===== src/rtl/sevenseg_pkg.sv =====
// Shared types, glyph constants and sizing helpers for the seven-segment scanner.
package sevenseg_pkg;

  typedef logic [6:0] seg_t;

  // Active-low segment patterns, bit6=g down to bit0=a.
  localparam seg_t SEG_0   = 7'b1000000;
  localparam seg_t SEG_1   = 7'b1111001;
  localparam seg_t SEG_2   = 7'b0100100;
  localparam seg_t SEG_3   = 7'b0110000;
  localparam seg_t SEG_4   = 7'b0011001;
  localparam seg_t SEG_5   = 7'b0010010;
  localparam seg_t SEG_6   = 7'b0000010;
  localparam seg_t SEG_7   = 7'b1111000;
  localparam seg_t SEG_8   = 7'b0000000;
  localparam seg_t SEG_9   = 7'b0010000;
  localparam seg_t SEG_A   = 7'b0001000;
  localparam seg_t SEG_B   = 7'b0000011;
  localparam seg_t SEG_C   = 7'b1000110;
  localparam seg_t SEG_D   = 7'b0100001;
  localparam seg_t SEG_E   = 7'b0000110;
  localparam seg_t SEG_F   = 7'b0001110;
  localparam seg_t SEG_ERR = 7'b0000110;
  localparam seg_t SEG_OFF = 7'b1111111;

  // Counter width able to hold 0..n-1, never narrower than one bit.
  function automatic int cnt_width(input int n);
    return (n <= 2) ? 1 : $clog2(n);
  endfunction

endpackage


===== src/rtl/seg_decode.sv =====
// Combinational nibble to active-low seven-segment decoder.
module seg_decode
  import sevenseg_pkg::*;
#(
  parameter int HEX_MODE = 0
) (
  input  logic [3:0] nib,
  output seg_t       seg
);

  always_comb begin
    seg = SEG_OFF;
    unique case (nib)
      4'h0: seg = SEG_0;
      4'h1: seg = SEG_1;
      4'h2: seg = SEG_2;
      4'h3: seg = SEG_3;
      4'h4: seg = SEG_4;
      4'h5: seg = SEG_5;
      4'h6: seg = SEG_6;
      4'h7: seg = SEG_7;
      4'h8: seg = SEG_8;
      4'h9: seg = SEG_9;
      4'hA: seg = (HEX_MODE != 0) ? SEG_A : SEG_ERR;
      4'hB: seg = (HEX_MODE != 0) ? SEG_B : SEG_ERR;
      4'hC: seg = (HEX_MODE != 0) ? SEG_C : SEG_ERR;
      4'hD: seg = (HEX_MODE != 0) ? SEG_D : SEG_ERR;
      4'hE: seg = (HEX_MODE != 0) ? SEG_E : SEG_ERR;
      4'hF: seg = (HEX_MODE != 0) ? SEG_F : SEG_ERR;
    endcase
  end

endmodule


===== src/rtl/sevenseg_scan.sv =====
// Time-multiplexed common-anode display driver with double-buffered value,
// leading-zero blanking and per-slot anode ghost blanking.
module sevenseg_scan
  import sevenseg_pkg::*;
#(
  parameter int NDIGITS  = 4,
  parameter int SCAN_DIV = 50000,
  parameter int BLANK    = 2,
  parameter int HEX_MODE = 0
) (
  input  logic                   clock,
  input  logic                   reset,
  input  logic                   enable,
  input  logic                   load,
  input  logic [4*NDIGITS-1:0]   value,
  input  logic [NDIGITS-1:0]     dp_in,
  input  logic                   blank_lz,
  output logic [6:0]             segs,
  output logic                   dp_n,
  output logic [NDIGITS-1:0]     an_n,
  output logic                   frame_done
);

  localparam int PW = cnt_width(SCAN_DIV);
  localparam int DW = cnt_width(NDIGITS);
  localparam logic [PW-1:0] P_LAST  = PW'(SCAN_DIV - 1);
  localparam logic [DW-1:0] D_LAST  = DW'(NDIGITS - 1);

  logic [PW-1:0]          p_reg;
  logic [DW-1:0]          d_reg;
  logic [4*NDIGITS-1:0]   pend_val_reg, disp_val_reg;
  logic [NDIGITS-1:0]     pend_dp_reg, disp_dp_reg;
  logic                   pend_lz_reg, disp_lz_reg, pend_flag_reg;
  seg_t                   segs_reg;
  logic                   dp_n_reg, frame_done_reg;
  logic [NDIGITS-1:0]     an_n_reg;

  logic                   slot_end, frame_end, lit;
  logic [3:0]             nib [NDIGITS];
  logic [NDIGITS-1:0]     upper_zero;
  logic [3:0]             nib_sel;
  seg_t                   dec_seg, segs_next;
  logic [NDIGITS-1:0]     an_next;
  logic                   blank_sel;

  assign slot_end  = enable && (p_reg == P_LAST);
  assign frame_end = slot_end && (d_reg == D_LAST);

  // upper_zero[i]: nibbles i..NDIGITS-1 of the displayed value are all zero.
  generate
    for (genvar gi = 0; gi < NDIGITS; gi++) begin : g_digit
      assign nib[gi]        = disp_val_reg[4*gi +: 4];
      assign upper_zero[gi] = (disp_val_reg[4*NDIGITS-1:4*gi] == '0);
    end
    if (BLANK == 0) begin : g_noblank
      assign lit = 1'b1;
    end else begin : g_blank
      assign lit = (p_reg >= PW'(BLANK));
    end
  endgenerate

  assign nib_sel   = nib[d_reg];
  assign blank_sel = disp_lz_reg && (d_reg != '0) && upper_zero[d_reg];

  seg_decode #(.HEX_MODE(HEX_MODE)) u_decode (
    .nib (nib_sel),
    .seg (dec_seg)
  );

  always_comb begin
    segs_next = SEG_OFF;
    an_next   = '1;
    if (enable) begin
      segs_next = blank_sel ? SEG_OFF : dec_seg;
      if (lit) an_next[d_reg] = 1'b0;
    end
  end

  always_ff @(posedge clock) begin
    if (reset) begin
      p_reg <= '0;
      d_reg <= '0;
    end else if (slot_end) begin
      p_reg <= '0;
      d_reg <= (d_reg == D_LAST) ? '0 : d_reg + 1'b1;
    end else if (enable) begin
      p_reg <= p_reg + 1'b1;
    end
  end

  // A load coinciding with the frame boundary goes straight to the display.
  always_ff @(posedge clock) begin
    if (reset) begin
      pend_val_reg  <= '0;
      pend_dp_reg   <= '0;
      pend_lz_reg   <= 1'b0;
      pend_flag_reg <= 1'b0;
      disp_val_reg  <= '0;
      disp_dp_reg   <= '0;
      disp_lz_reg   <= 1'b0;
    end else if (frame_end) begin
      pend_flag_reg <= 1'b0;
      if (load) begin
        disp_val_reg <= value;
        disp_dp_reg  <= dp_in;
        disp_lz_reg  <= blank_lz;
      end else if (pend_flag_reg) begin
        disp_val_reg <= pend_val_reg;
        disp_dp_reg  <= pend_dp_reg;
        disp_lz_reg  <= pend_lz_reg;
      end
    end else if (load) begin
      pend_val_reg  <= value;
      pend_dp_reg   <= dp_in;
      pend_lz_reg   <= blank_lz;
      pend_flag_reg <= 1'b1;
    end
  end

  always_ff @(posedge clock) begin
    if (reset) begin
      segs_reg       <= SEG_OFF;
      dp_n_reg       <= 1'b1;
      an_n_reg       <= '1;
      frame_done_reg <= 1'b0;
    end else begin
      segs_reg       <= segs_next;
      dp_n_reg       <= enable ? ~disp_dp_reg[d_reg] : 1'b1;
      an_n_reg       <= an_next;
      frame_done_reg <= frame_end;
    end
  end

  assign segs       = segs_reg;
  assign dp_n       = dp_n_reg;
  assign an_n       = an_n_reg;
  assign frame_done = frame_done_reg;

endmodule

===== config.mk =====
export PLATFORM = sky130hd
export DESIGN_NAME = sevenseg_scan
export DESIGN_NICKNAME = d
export VERILOG_FILES = /design/src/rtl/sevenseg_pkg.sv /design/src/rtl/seg_decode.sv /design/src/rtl/sevenseg_scan.sv
export SDC_FILE = /design/constraint.sdc
export NUM_CORES = 1
export LEC_CHECK = 0
export BUFFER_PORTS_ARGS = -buffer_cell sky130_fd_sc_hd__buf_4
export CAP_MARGIN = 10
export CORE_ASPECT_RATIO = 0.8
export CORE_MARGIN = 3
export CORE_UTILIZATION = 39
export DETAILED_ROUTE_END_ITERATION = 10
export PLACE_DENSITY = 0.56
export SLEW_MARGIN = 0
export SYNTH_ARGS = -nofsm -noshare
export SYNTH_HDL_FRONTEND = slang
export SYNTH_SLANG_ARGS = --single-unit

===== constraint.sdc =====
create_clock -name clock -period 3.2 [get_ports clock]
set_input_delay 0.64 -clock clock [delete_from_list [all_inputs] [get_ports clock]]
set_output_delay 0.64 -clock clock [all_outputs]
set_load 0.02 [all_outputs]

## Word-level counts from Yosys, hierarchy flattened

Memories as Yosys holds them, arrays and structs flattened. A register that Yosys moved wholly into a read port is not among the register bits.
Cells that the tools add are included.

| word-level totals | value |
|---|---|
| register bits after elaboration | 67 |
| memory bits (read-only) | 112 |
| input port bits | 25 |
| output and inout bits | 13 |
| word-level logic and storage cells | 61 |
| memories | 1 |

| operators by class | value |
|---|---|
| add/sub/neg operators | 2 |
| magnitude comparators | 4 |
| equal/unequal tests | 2 |
| muxes and demuxes | 16 |
| bitwise gates (word level) | 6 |
| reductions and logical operators | 18 |

Memory list:

| name | depth | bits a word | read ports | clocked after Yosys merged registers in | wr ports | RTL line | text |
|---|---|---|---|---|---|---|---|
| (name not given) | 16 | 7 | 1 | 1 | 0 | seg_decode.sv:13 | `unique case (nib)` |

Operators with widths:

| operator | count |
|---|---|
| 16-bit 2-to-1 mux | 2 |
| 16-bit by 1-bit adder with 16-bit output (second input constant) | 1 |
| 16-bit equality test (second input constant) | 1 |
| 16-bit by 2-bit greater-or-equal comparator with 1-bit output (second input constant) | 1 |
| 16-bit zero test | 1 |
| 4-bit 2-to-1 mux | 4 |
| 12-bit zero test | 1 |
| 4-bit binary-select mux with 2-bit select | 1 |
| 8-bit zero test | 1 |
| 2-bit OR reduction | 3 |
| 3-bit OR reduction | 2 |
| 1-bit logical AND | 5 |
| 1-bit 2-to-1 mux | 5 |
| 1-bit binary-select mux with 2-bit select | 2 |
| 4-bit zero test | 1 |
| 1-bit NOT | 4 |
| 4-bit NOT | 1 |
| 2-bit AND reduction | 2 |
| 2-bit nonzero test | 2 |
| 3-bit greater-or-equal comparator (second input constant) | 1 |
| 2-bit by 3-bit less-than comparator with 1-bit output (second input constant) | 1 |
| 2-bit NOT with 3-bit output | 1 |
| 2-bit by 1-bit adder with 2-bit output (second input constant) | 1 |
| 1-bit demux with 2-bit select | 1 |
| 3 further kinds | 3 |

## Longest topological paths before layout

Gate-level depths: netlist of run 1.

| logic depth | value |
|---|---|
| word-level depth | 5 |
| mapped depth | 7 |
| gate-level depth less buffers | 6 |

## By module

From an unflattened synthesis of run 1, not the netlist that was laid out.

| unflattened totals | value |
|---|---|
| cells, all modules | 446 |
| area, all modules | 4,305.4 um^2 |

By module, submodules not included:

| module | times used | cells each | area an instance (um^2) | seq. area each (um^2) |
|---|---|---|---|---|
| sevenseg_scan | 1 | 419 | 4,116.4 | 1,481.4 |
| seg_decode | 1 | 27 | 188.9 | 0.0 |

## Least setup slack after synthesis of run 1

No wires, ideal clock.

| path | value |
|---|---|
| path kind | reg-to-reg |
| from | reg p_reg[10] |
| to | reg disp_dp_reg[0] |
| library setup time | 0.086 ns |
| data arrival time | 2.138 ns |
| data required time | 3.114 ns |
| setup slack | 0.976 ns |
| cell stages (with the launch flop) | 7 |
| buffers on the path | 2 |
| clock period less this slack | 2.224 ns |
| path through | dfxtp_1 or4_1 or4_1 buf_2 or3_4 buf_6 a211oi_1 |

| on the way | value |
|---|---|
| cells in the longest elaborated chain, start to end | 4 |

RTL lines:

| element | RTL line | text |
|---|---|---|
| start: declaration | sevenseg_scan.sv:29 | `logic [PW-1:0] p_reg;` |
| start signal: assignment | sevenseg_scan.sv:87 | `p_reg <= p_reg + 1'b1;` |
| 16-bit equality test | sevenseg_scan.sv:46 | `assign slot_end = enable && (p_reg == P_LAST);` |
| 1-bit logical AND | sevenseg_scan.sv:46 |  |
| 1-bit logical AND | sevenseg_scan.sv:47 | `assign frame_end = slot_end && (d_reg == D_LAST);` |
| 2-bit AND reduction (no line) | n/a |  |
| end signal: assignment | sevenseg_scan.sv:105 | `disp_dp_reg <= dp_in;` |
| end signal: assignment | sevenseg_scan.sv:109 | `disp_dp_reg <= pend_dp_reg;` |
| end: declaration | sevenseg_scan.sv:32 | `logic [NDIGITS-1:0] pend_dp_reg, disp_dp_reg;` |

No other way between the ends.
A chain may end at the register's enable or synchronous reset.

## Final worst setup path of run 1

| path | value |
|---|---|
| from | reg p_reg[10] |
| to | reg disp_val_reg[13] |

| on the way | value |
|---|---|
| cells in the longest elaborated chain, start to end | 4 |

RTL lines:

| element | RTL line | text |
|---|---|---|
| 16-bit equality test | sevenseg_scan.sv:46 |  |
| 1-bit logical AND | sevenseg_scan.sv:46 |  |
| 1-bit logical AND | sevenseg_scan.sv:47 |  |
| 2-bit AND reduction (no line) | n/a |  |
| end signal: assignment | sevenseg_scan.sv:104 | `disp_val_reg <= value;` |
| end signal: assignment | sevenseg_scan.sv:108 | `disp_val_reg <= pend_val_reg;` |
| end: declaration | sevenseg_scan.sv:31 | `logic [4*NDIGITS-1:0] pend_val_reg, disp_val_reg;` |

No other way between the ends.

==> results of run 1 <==
==> layer usage <==
| metal | share of wire (%) | vias up | GRT usage (%) |
|---|---|---|---|
| li1 | - | 1425 | - |
| met4 | 0.61 | 0 | 3.56 |
| met3 | 4.5 | 4 | 5.28 |
| met1 | 52 | 1267 | 22.8 |
| met2 | 43 | 47 | 24.0 |
| met5 | 0 | - | 0 |
==> worst max-delay path by stage <==
stage | cells after the start | slack [ns] | startpoint | endpoint
CTS | 5 | 0.75 | p_reg[10]$_SDFFE_PP0P_ | disp_val_reg[13]$_SDFFE_PP0P_
finish | 5 | 0.74 | p_reg[10]$_SDFFE_PP0P_ | disp_val_reg[13]$_SDFFE_PP0P_
detailed placement | 5 | 0.76 | p_reg[10]$_SDFFE_PP0P_ | disp_val_reg[13]$_SDFFE_PP0P_
global route | 4 | 0.63 | p_reg[10]$_SDFFE_PP0P_ | disp_val_reg[1]$_SDFFE_PP0P_
global placement | 4 | 0.83 | p_reg[10]$_SDFFE_PP0P_ | disp_dp_reg[2]$_SDFFE_PP0P_
floorplan | 6 | 0.98 | p_reg[10]$_SDFFE_PP0P_ | disp_dp_reg[0]$_SDFFE_PP0P_
==> report_power, final <==
part	switching (mW)	internal, mW	leakage (nW)
Combinational	0.0689	0.0781	0.823
Sequential	0.0128	0.947	0.603
Clock	0.369	0.804	0.169
Total	0.451	1.83	1.60
==> worst min-delay path, stage by stage, from the launching register on <==
cell and delay, ns:
dfxtp_1 0.31, inv_1 0.05, a211oi_1 0.05
==> metrics by stage <==
step / setup slack (ns) / utilization (%) / total power [mW] / cell area (um2) / std cells
6_report: 0.742 / 49.3 / 2.28 / 4310 / 529
2_1_floorplan: 0.976 / - / 1.07 / 3630 / 387
3_5_place_dp: 0.763 / 45.3 / 1.13 / 3960 / 513
5_1_grt: 0.629 / 49.3 / 2.38 / 4310 / 529
4_1_cts: 0.749 / 49.3 / 2.32 / 4310 / 529
3_3_place_gp: 0.832 / 45.3 / 1.12 / 3960 / 513
==> placed cells by master, fill, tap and decap left out <==
cell type   instances
and3_1              4
xor2_1              7
or3_1               2
nand2b_1           42
or3_4               1
nand4_1             6
clkbuf_1            1
o21ai_1             1
dfxtp_1            74
a21oi_1             6
xnor2_1             6
o21bai_1            1
o22ai_1             1
clkbuf_8            2
o21ai_0            10
bufinv_16           3
nor4_1             30
buf_4              42
o311ai_0            1
inv_1              29
mux2_2             22
nand3_1             8
ha_1               10
mux4_2              5
a21o_1              1
and4_1              3
nand2_1            11
mux2i_1            22
a211oi_1           22
clkbuf_16           9
o31ai_1             1
nor2b_1             2
nor3_1              5
and2_0              1
o31a_1              2
or4_1               3
o21a_1              1
clkinvlp_4          1
nor2_1             19
==> cell usage after synthesis (3+ instances only) <==
cell type	instances
nand3_1	8
and3_1	4
mux2i_1	22
and4_1	3
or4_1	3
mux2_2	22
nor2_1	19
mux4_2	5
nand2b_1	42
a21oi_1	6
xor2_1	7
inv_1	29
clkbuf_1	23
o21ai_0	11
a211oi_1	22
nand4_1	6
nand2_1	11
dfxtp_1	74
ha_1	10
nor4_1	30
nor3_1	5
buf_2	3
xnor2_1	6
==> final cells by class <==
cell class                      count  area (um2)  area share (%)
Sequential cell                    74        1480            34.3
Inverter                           29         109            2.52
Tap cell                          112         140            3.25
Timing Repair Buffer               42         315            7.31
Clock buffer                       12         256            5.95
Clock inverter                      4        97.6            2.26
Multi-Input combinational cell    256        1910            44.4
==> cell families (layout without fill, tap and decap cells) <==
family	count (synthesis)	in the layout
buffers and inverters	57	87
adder cells (fa/ha/maj)	10	10
AND/OR/NAND/NOR	137	137
XOR/XNOR	13	13
multiplexers	49	49
AO/OA/AOI/OAI	47	47
flip-flops	74	74
==> results.ini, run 1 <==
[floorplanning]
die_area_um2 = 10500
core_um2 = 8750
initial_core_util_pct = 41.5
die_w_um = 114
io-pin-count = 38
rows = 30
die_y_um = 92.3

[clocking]
clk_path_buf_depth = 2
post_cts_resized = 0
path_clk_slew_ns = 0.06
cts_root_buffer = clkbuf_16
cts_buffers = 9
cts_tree = yes
h-tree-depth = 3
cts_setup_buffers = 0
hold_buffers = 0
cts_sinks = 74
clk_latency_ns = 0.33

[route]
drc = 0
wl_per_cell_um = 14.6
dr.pass1.iters = 4
final_antenna_net_count = 0
num_vias = 2743
drt_wl_total_mm = 7.72
vias_per_cell = 5.19
drt_iter0_markers = 126

[timing]
setup_tns_ns = 0
slew_headroom_pct = 66.0
setup-violations-final = 0
whs_ns = 0.468
finalCritPeriodShare_pct = 76.8
finalClockSkew_ns = 0.00738
worst_pin_slew_ns = 0.509
hold_viol = 0
slew_violations = 0
fin_crit_ns = 2.46
rsz0062_at_grt = no
clock.fmax_ghz = 0.407

[place]
port_buffers = 37
gp_congestion = 0.847
dp_hpwl_mm = 5.39

[yosys]
synth_simple_gate_area_share_pct = 21.6
synth-seq-cells = 74
async_flop_share_pct = 0
synth_top_family_by_area = simple AND/OR/NAND/NOR gates
synthMuxAreaShare_pct = 16.0
syn_area_per_cell_um2 = 9.38
netlist_area_um2 = 3630
synth_edf_count = 0
yosysTopAreaCellShare_pct = 40.8
synth_warnings = 0
syn_nets = 422
yosysTopAreaCell = dfxtp_1
ys_seq_area_share_pct = 40.8
synth_fa_ha_area_share_pct = 3.45
synth_area_leaders = dfxtp_1 41%, nand2b_1 7.2%, mux2_2 6.8%
synth_compound_area_share_pct = 8.62
yosys.area_share.xor_xnor_pct = 3.14
synth_cells = 387
synth_flop_cell = dfxtp_1
synthDistinctLibCells = 35

[worst_setup_path]
critPathLaunchType = flip-flop
cp-end-kind = flip-flop
slowest_stage = or4_1
critical_path_class = flip-flop to flip-flop
crit_path_frequent_cell = or4_1
critPathTopFamily = simple AND/OR/NAND/NOR gates
r2r_end = disp_val_reg[13]$_SDFFE_PP0P_
worstPathMaxFanout = 22
crit_buf_inv = 1
required_ns = 3.39
r2r_cells = 5
cp_slowest_stage_delay_ns = 0.58
r2r_slack_ns = 0.74
cp_cell_sequence = or4_1 -> or4_1 -> buf_4 -> nor4_1 -> a211oi_1
r2r-start = p_reg[10]$_SDFFE_PP0P_
critPathArrivalTime_ns = 2.65

[status]
outcome = finished clean

[power_and_ir_drop]
irDropWorstVdd_mv = 0.196
p_leak_nw = 1.60
powerDensity_nw_per_um2 = 529

[layout]
antennaDiodeCount = 0
drive_gt1_share_pct = 20.4
syn2layout_area_growth_pct = 18.9
nNetsFinal = 447
nFillCells = 848

[grt]
grt_use_total_pct = 16.2
antenna_found_initial = 0
gr-total-overflow = 0
grt_pass1_vias = 2791
grt_max_degree = 37
grt_pass1_wl_mm = 13.8

[min_path]
hp-start = disp_dp_reg[2]$_SDFFE_PP0P_
min_path_cells = 2
hold_path_end = disp_dp_reg[2]$_SDFFE_PP0P_
hold_class = flip-flop to flip-flop

[run]
cap_violations = 0

(Power assumes the default switching activity.)
==> run 2, diff against run 1 <==
--- a/config.mk
+++ b/config.mk
@@ -5,6 +5,7 @@
 export SDC_FILE = /design/constraint.sdc
 export NUM_CORES = 1
 export LEC_CHECK = 0
+export ABC_AREA = 1
 export BUFFER_PORTS_ARGS = -buffer_cell sky130_fd_sc_hd__buf_4
 export CAP_MARGIN = 10
 export CORE_ASPECT_RATIO = 0.8
==> constraint.sdc (replaced) <==
create_clock -name clock -period 2.4 [get_ports clock]
set_input_delay 0.48 -clock clock [delete_from_list [all_inputs] [get_ports clock]]
set_output_delay 0.48 -clock clock [all_outputs]
set_load 0.02 [all_outputs]
==> run 2 against run 1 <==
First-iteration DRC count rose by 79%. Highest routed layer unchanged. Global-route usage rose by 0.21 points. Via count rose by 29%. Flip-flop and latch count did not move. Design area rose by 2.1%. Utilization fell by 2.0 points. Routed wire length rose by 12%.
==> results.ini, run 2 <==
[yosys]
synthMuxAreaShare_pct = 0
synth_simple_gate_area_share_pct = 37.1
async_flop_share_pct = 0
synth_warnings = 0
yosysTopAreaCellShare_pct = 38.7
synth_compound_area_share_pct = 9.97
synth_flop_cell = dfxtp_1
synth_cells = 569
netlist_area_um2 = 3830
synth_fa_ha_area_share_pct = 3.27
synth_area_leaders = dfxtp_1 39%, nand2_1 14%, nor2_1 10%
yosysTopAreaCell = dfxtp_1
syn_area_per_cell_um2 = 6.72
post-synth-top-count-cell = nand2_1
synth_top_family_by_area = simple AND/OR/NAND/NOR gates
syn_nets = 604
ys_seq_area_share_pct = 38.7
synth-seq-cells = 74
ys_top_cells_by_count = 141 x nand2_1, 103 x nor2_1, 74 x dfxtp_1
synthDistinctLibCells = 34
yosys.area_share.xor_xnor_pct = 1.83
synth_edf_count = 0

[route]
drc = 0
wl_per_cell_um = 12.2
drt_iter0_markers = 226
num_vias = 3531
final_antenna_net_count = 0
vias_per_cell = 4.97
drt_wl_total_mm = 8.64
dr.pass1.iters = 4

[run]
cap_violations = 0

[worst_setup_path]
critPathArrivalTime_ns = 2.22
cp_slowest_stage_delay_ns = 0.59
crit_cells = 7
r2r_slack_ns = 0.44
crit_buf_inv = 1
crit_path_frequent_cell = nor2_1
critPathTopFamily = flip-flops
r2r_cells = 7
slowest_stage = dfxtp_1
r2r-start = d_reg[0]$_SDFFE_PP0P_
worstPathMaxFanout = 16
r2r_end = segs[5]$_SDFF_PP1_
required_ns = 2.66
cp-end-kind = flip-flop
critical_path_class = flip-flop to flip-flop
cp_cell_sequence = inv_1 -> ha_1 -> nor2_1 -> nand4_1 -> nor2_1 -> a21boi_1 -> nand2_1
critPathLaunchType = flip-flop

[timing]
slew_headroom_pct = 52.0
worst_pin_slew_ns = 0.719
clock.fmax_ghz = 0.511
finalCritPeriodShare_pct = 81.5
setup-violations-final = 0
setup_tns_ns = 0
hold_viol = 0
fin_crit_ns = 1.96
slew_violations = 0
finalClockSkew_ns = 0.00417
rsz0062_at_grt = no
whs_ns = 0.353

[clocking]
cts_tree = yes
cts_buffers = 9
clk_path_buf_depth = 2
hold_buffers = 0
cts_root_buffer = clkbuf_16
cts_sinks = 74
post_cts_resized = 0
path_clk_slew_ns = 0.05
clk_latency_ns = 0.32
h-tree-depth = 3
cts_setup_buffers = 0

[place]
dp_hpwl_mm = 6.18
gp_congestion = 0.826
port_buffers = 37

[layout]
antennaDiodeCount = 0
most-common-layout-cells = 141 x nand2_1, 103 x nor2_1, 74 x dfxtp_1, 47 x inv_1, 44 x buf_4
syn2layout_area_growth_pct = 15.2
drive_gt1_share_pct = 11.3
mostFrequentLayoutCell = nand2_1
nNetsFinal = 628

[min_path]
hold_class = primary input to flip-flop
hp-start = reset
hold_path_end = d_reg[1]$_SDFFE_PP0P_
min_path_cells = 2

[grt]
antenna_found_initial = 0
grt_max_degree = 44
gr-total-overflow = 0
grt_pass1_wl_mm = 14.6
grt_use_total_pct = 16.4
grt_pass1_vias = 3126

[floorplanning]
die_w_um = 117
io-pin-count = 38
rows = 31
core_um2 = 9310
die_area_um2 = 11000
die_y_um = 94.6
initial_core_util_pct = 41.1

[power_and_ir_drop]
total_power_mw = 2.69
powerDensity_nw_per_um2 = 612
p_leak_nw = 1.93
irDropWorstVdd_mv = 0.318

[status]
outcome = finished clean

-- run 2: layout make-up --
cell class,instances,area [um2]
Inverter,52,195
Timing Repair Buffer,44,330
Fill cell,974,4900
Multi-Input combinational cell,412,2000
Tap cell,115,144
Sequential cell,74,1480
Clock buffer,13,260
-- run 2: per-stage QoR --
stage,util (%),setup WS [ns],cell area (um2),std cells
floorplan,-,0.929,3830,569
global placement,44.5,0.468,4150,697
detailed placement,44.5,0.460,4150,697
CTS,47.3,0.448,4410,710
global route,47.3,0.193,4410,710
finish,47.3,0.444,4410,710
-- run 2: cells by family (layout without fill, tap and decap cells) --
kind of cell / Yosys count / in the layout
AO/OA/AOI/OAI: 63 / 63
XOR/XNOR: 8 / 8
adder cells (fa/ha/maj): 10 / 10
buffers and inverters: 83 / 109
flip-flops: 74 / 74
AND/OR/NAND/NOR: 331 / 331
-- run 2: worst max path at each step --
stage	start	end	slack (ns)
floorplan	d_reg[0]$_SDFFE_PP0P_	segs[0]$_SDFF_PP1_	0.93
global placement	d_reg[0]$_SDFFE_PP0P_	segs[5]$_SDFF_PP1_	0.47
detailed placement	d_reg[0]$_SDFFE_PP0P_	segs[5]$_SDFF_PP1_	0.46
CTS	d_reg[0]$_SDFFE_PP0P_	segs[5]$_SDFF_PP1_	0.45
global route	d_reg[0]$_SDFFE_PP0P_	segs[5]$_SDFF_PP1_	0.19
finish	d_reg[0]$_SDFFE_PP0P_	segs[5]$_SDFF_PP1_	0.44
-- run 2: per-layer routing --
layer / routed length [um] / global-route usage, % / vias up
li1: - / - / 1872
met1: 4540 / 23.9 / 1602
met2: 3740 / 23.5 / 55
met3: 339 / 4.36 / 2
met4: 24 / 4.68 / 0
met5: 0 / 0 / -
-- run 2: power by group --
part | switching [mW] | internal (mW) | total [mW]
Clock | 0.452 | 0.739 | 1.19
Combinational | 0.126 | 0.0974 | 0.223
Sequential | 0.0170 | 1.26 | 1.28
==> run 3, diff against run 2 <==
--- a/config.mk
+++ b/config.mk
@@ -12,7 +12,7 @@
 export CORE_MARGIN = 3
 export CORE_UTILIZATION = 39
 export DETAILED_ROUTE_END_ITERATION = 10
-export PLACE_DENSITY = 0.56
+export PLACE_DENSITY = 0.58
 export SLEW_MARGIN = 0
 export SYNTH_ARGS = -nofsm -noshare
 export SYNTH_HDL_FRONTEND = slang
==> constraint.sdc (replaced) <==
create_clock -name clock -period 1.7 [get_ports clock]
set_input_delay 0.34 -clock clock [delete_from_list [all_inputs] [get_ports clock]]
set_output_delay 0.34 -clock clock [all_outputs]
set_load 0.02 [all_outputs]
==> run 3 against run 2 <==
Register-to-register slack worse by 0.29 ns. Sequential power is 41% higher. Total power rose by 58%. Flip-flop and latch count unchanged. Global-route usage increased by 0.58 points. Die area stayed put. Combinational power increased by 45%. Critical path type unchanged. Critical endpoint is now pend_val_reg[10]$_SDFFE_PP0P_.
==> results.ini, run 3 (same netlist as run 2, synthesis figures left out) <==
[status]
outcome = finished clean

[worst_setup_path]
critPathArrivalTime_ns = 1.77
critical_path_class = flip-flop to flip-flop
cp-end-kind = flip-flop
crit_start = p_reg[0]$_SDFFE_PP0P_
worstPathMaxFanout = 17
required_ns = 1.93
critPathLaunchType = flip-flop
r2r-start = p_reg[0]$_SDFFE_PP0P_

[floorplanning]
io-pin-count = 38
initial_core_util_pct = 41.1
die_w_um = 117
rows = 31
die_area_um2 = 11000
core_um2 = 9310
die_y_um = 94.6

[layout]
fin_area_um2 = 4620
nNetsFinal = 641
most-common-layout-cells = 140 x nand2_1, 102 x nor2_1, 73 x dfxtp_1, 54 x buf_4, 46 x inv_1
drive_gt1_share_pct = 14.7
nFillCells = 941
syn2layout_area_growth_pct = 20.8
mostFrequentLayoutCell = nand2_1
antennaDiodeCount = 0

[grt]
grt_max_degree = 44
gr-total-overflow = 0
grt_pass1_vias = 3212
grt_use_total_pct = 16.9
antenna_found_initial = 0
grt_pass1_wl_mm = 15.0

[route]
drt_iter0_markers = 227
wl_per_cell_um = 12.1
vias_per_cell = 4.98
dr.pass1.iters = 4
drt_wl_total_mm = 8.76
drc = 0
final_antenna_net_count = 0
num_vias = 3616

[clocking]
clk_latency_ns = 0.33
cts_setup_buffers = 0
cts_buffers = 9
h-tree-depth = 3
cts_root_buffer = clkbuf_16
path_clk_slew_ns = 0.06
cts_tree = yes
clk_path_buf_depth = 2
cts_sinks = 74

[timing]
clock.fmax_ghz = 0.648
hold_viol = 0
worst_pin_slew_ns = 0.654
finalCritPeriodShare_pct = 90.7
fin_crit_ns = 1.54
slew_violations = 0
slew_headroom_pct = 56.3
rsz0062_at_grt = no
finalClockSkew_ns = 0.00841
setup-violations-final = 0
setup_tns_ns = 0

[power_and_ir_drop]
p_leak_nw = 2.04
powerDensity_nw_per_um2 = 922
irDropWorstVdd_mv = 0.507

[place]
dp_hpwl_mm = 6.33
port_buffers = 37
gp_congestion = 0.795
dpl_cell_area_um2 = 4270

[min_path]
hp-start = reset
hold_class = primary input to flip-flop

[run]
cap_violations = 0

-- run 3: metal layers --
layer	vias to the layer above	routed length [um]	global-route usage [%]
li1	1904	-	-
met1	1629	4500	23.5
met4	0	89	4.49
met5	-	0	0
met3	9	432	5.32
met2	74	3740	25.4
-- run 3: repair_timing --
item                                    4_1_cts  5_1_grt
hold endpoints to repair                      0        0
resized for setup                             0        8
endpoints found under the setup margin        0       21
hold buffers                                  0        0
-- run 3: final cells by class --
cell class                      count  area, um2  share of cell area, %
Tap cell                          115        144                   3.11
Inverter                           52        195                   4.22
Timing Repair Buffer               57        460                   9.96
Sequential cell                    74       1480                   32.1
Clock buffer                       10        229                   4.95
Multi-Input combinational cell    412       2010                   43.4
Clock inverter                      6        105                   2.27
-- run 3: where the power goes --
group / internal, mW / switching [mW] / leakage [nW]
logic: 0.147 / 0.177 / 1.27
clock network: 1.43 / 0.707 / 0.166
registers: 1.78 / 0.0220 / 0.605
total: 3.36 / 0.906 / 2.04
-- run 3: worst paths after layout --
kind	endpoint	slack [ns]	cells past startpoint
worst max register to register	pend_val_reg[10]$_SDFFE_PP0P_	0.16	9
worst min register to register	pend_val_reg[12]$_SDFFE_PP0P_	0.48	2
worst min-delay path	d_reg[1]$_SDFFE_PP0P_	0.20	2
worst max-delay path	pend_val_reg[10]$_SDFFE_PP0P_	0.16	9
-- run 3: through the flow --
stage,power (mW),hold slack [ns],setup slack (ns),cells,utilization [%]
2_1_floorplan,2.05,0.410,0.229,569,-
3_3_place_gp,2.16,0.461,0.117,710,45.9
3_5_place_dp,2.17,0.470,0.102,710,45.9
4_1_cts,4.32,0.194,0.0836,726,49.4
5_1_grt,4.44,0.192,0.00712,726,49.7
6_report,4.26,0.202,0.158,726,49.7
-- run 3: critical path, cell delays in order (launching register included) --
cell	delay [ns]
dfxtp_1	0.35
ha_2	0.20
nand2_1	0.07
inv_1	0.07
nand2_1	0.04
nor2_1	0.11
nand3_2	0.15
buf_4	0.24
a21oi_1	0.14
nor2_1	0.06
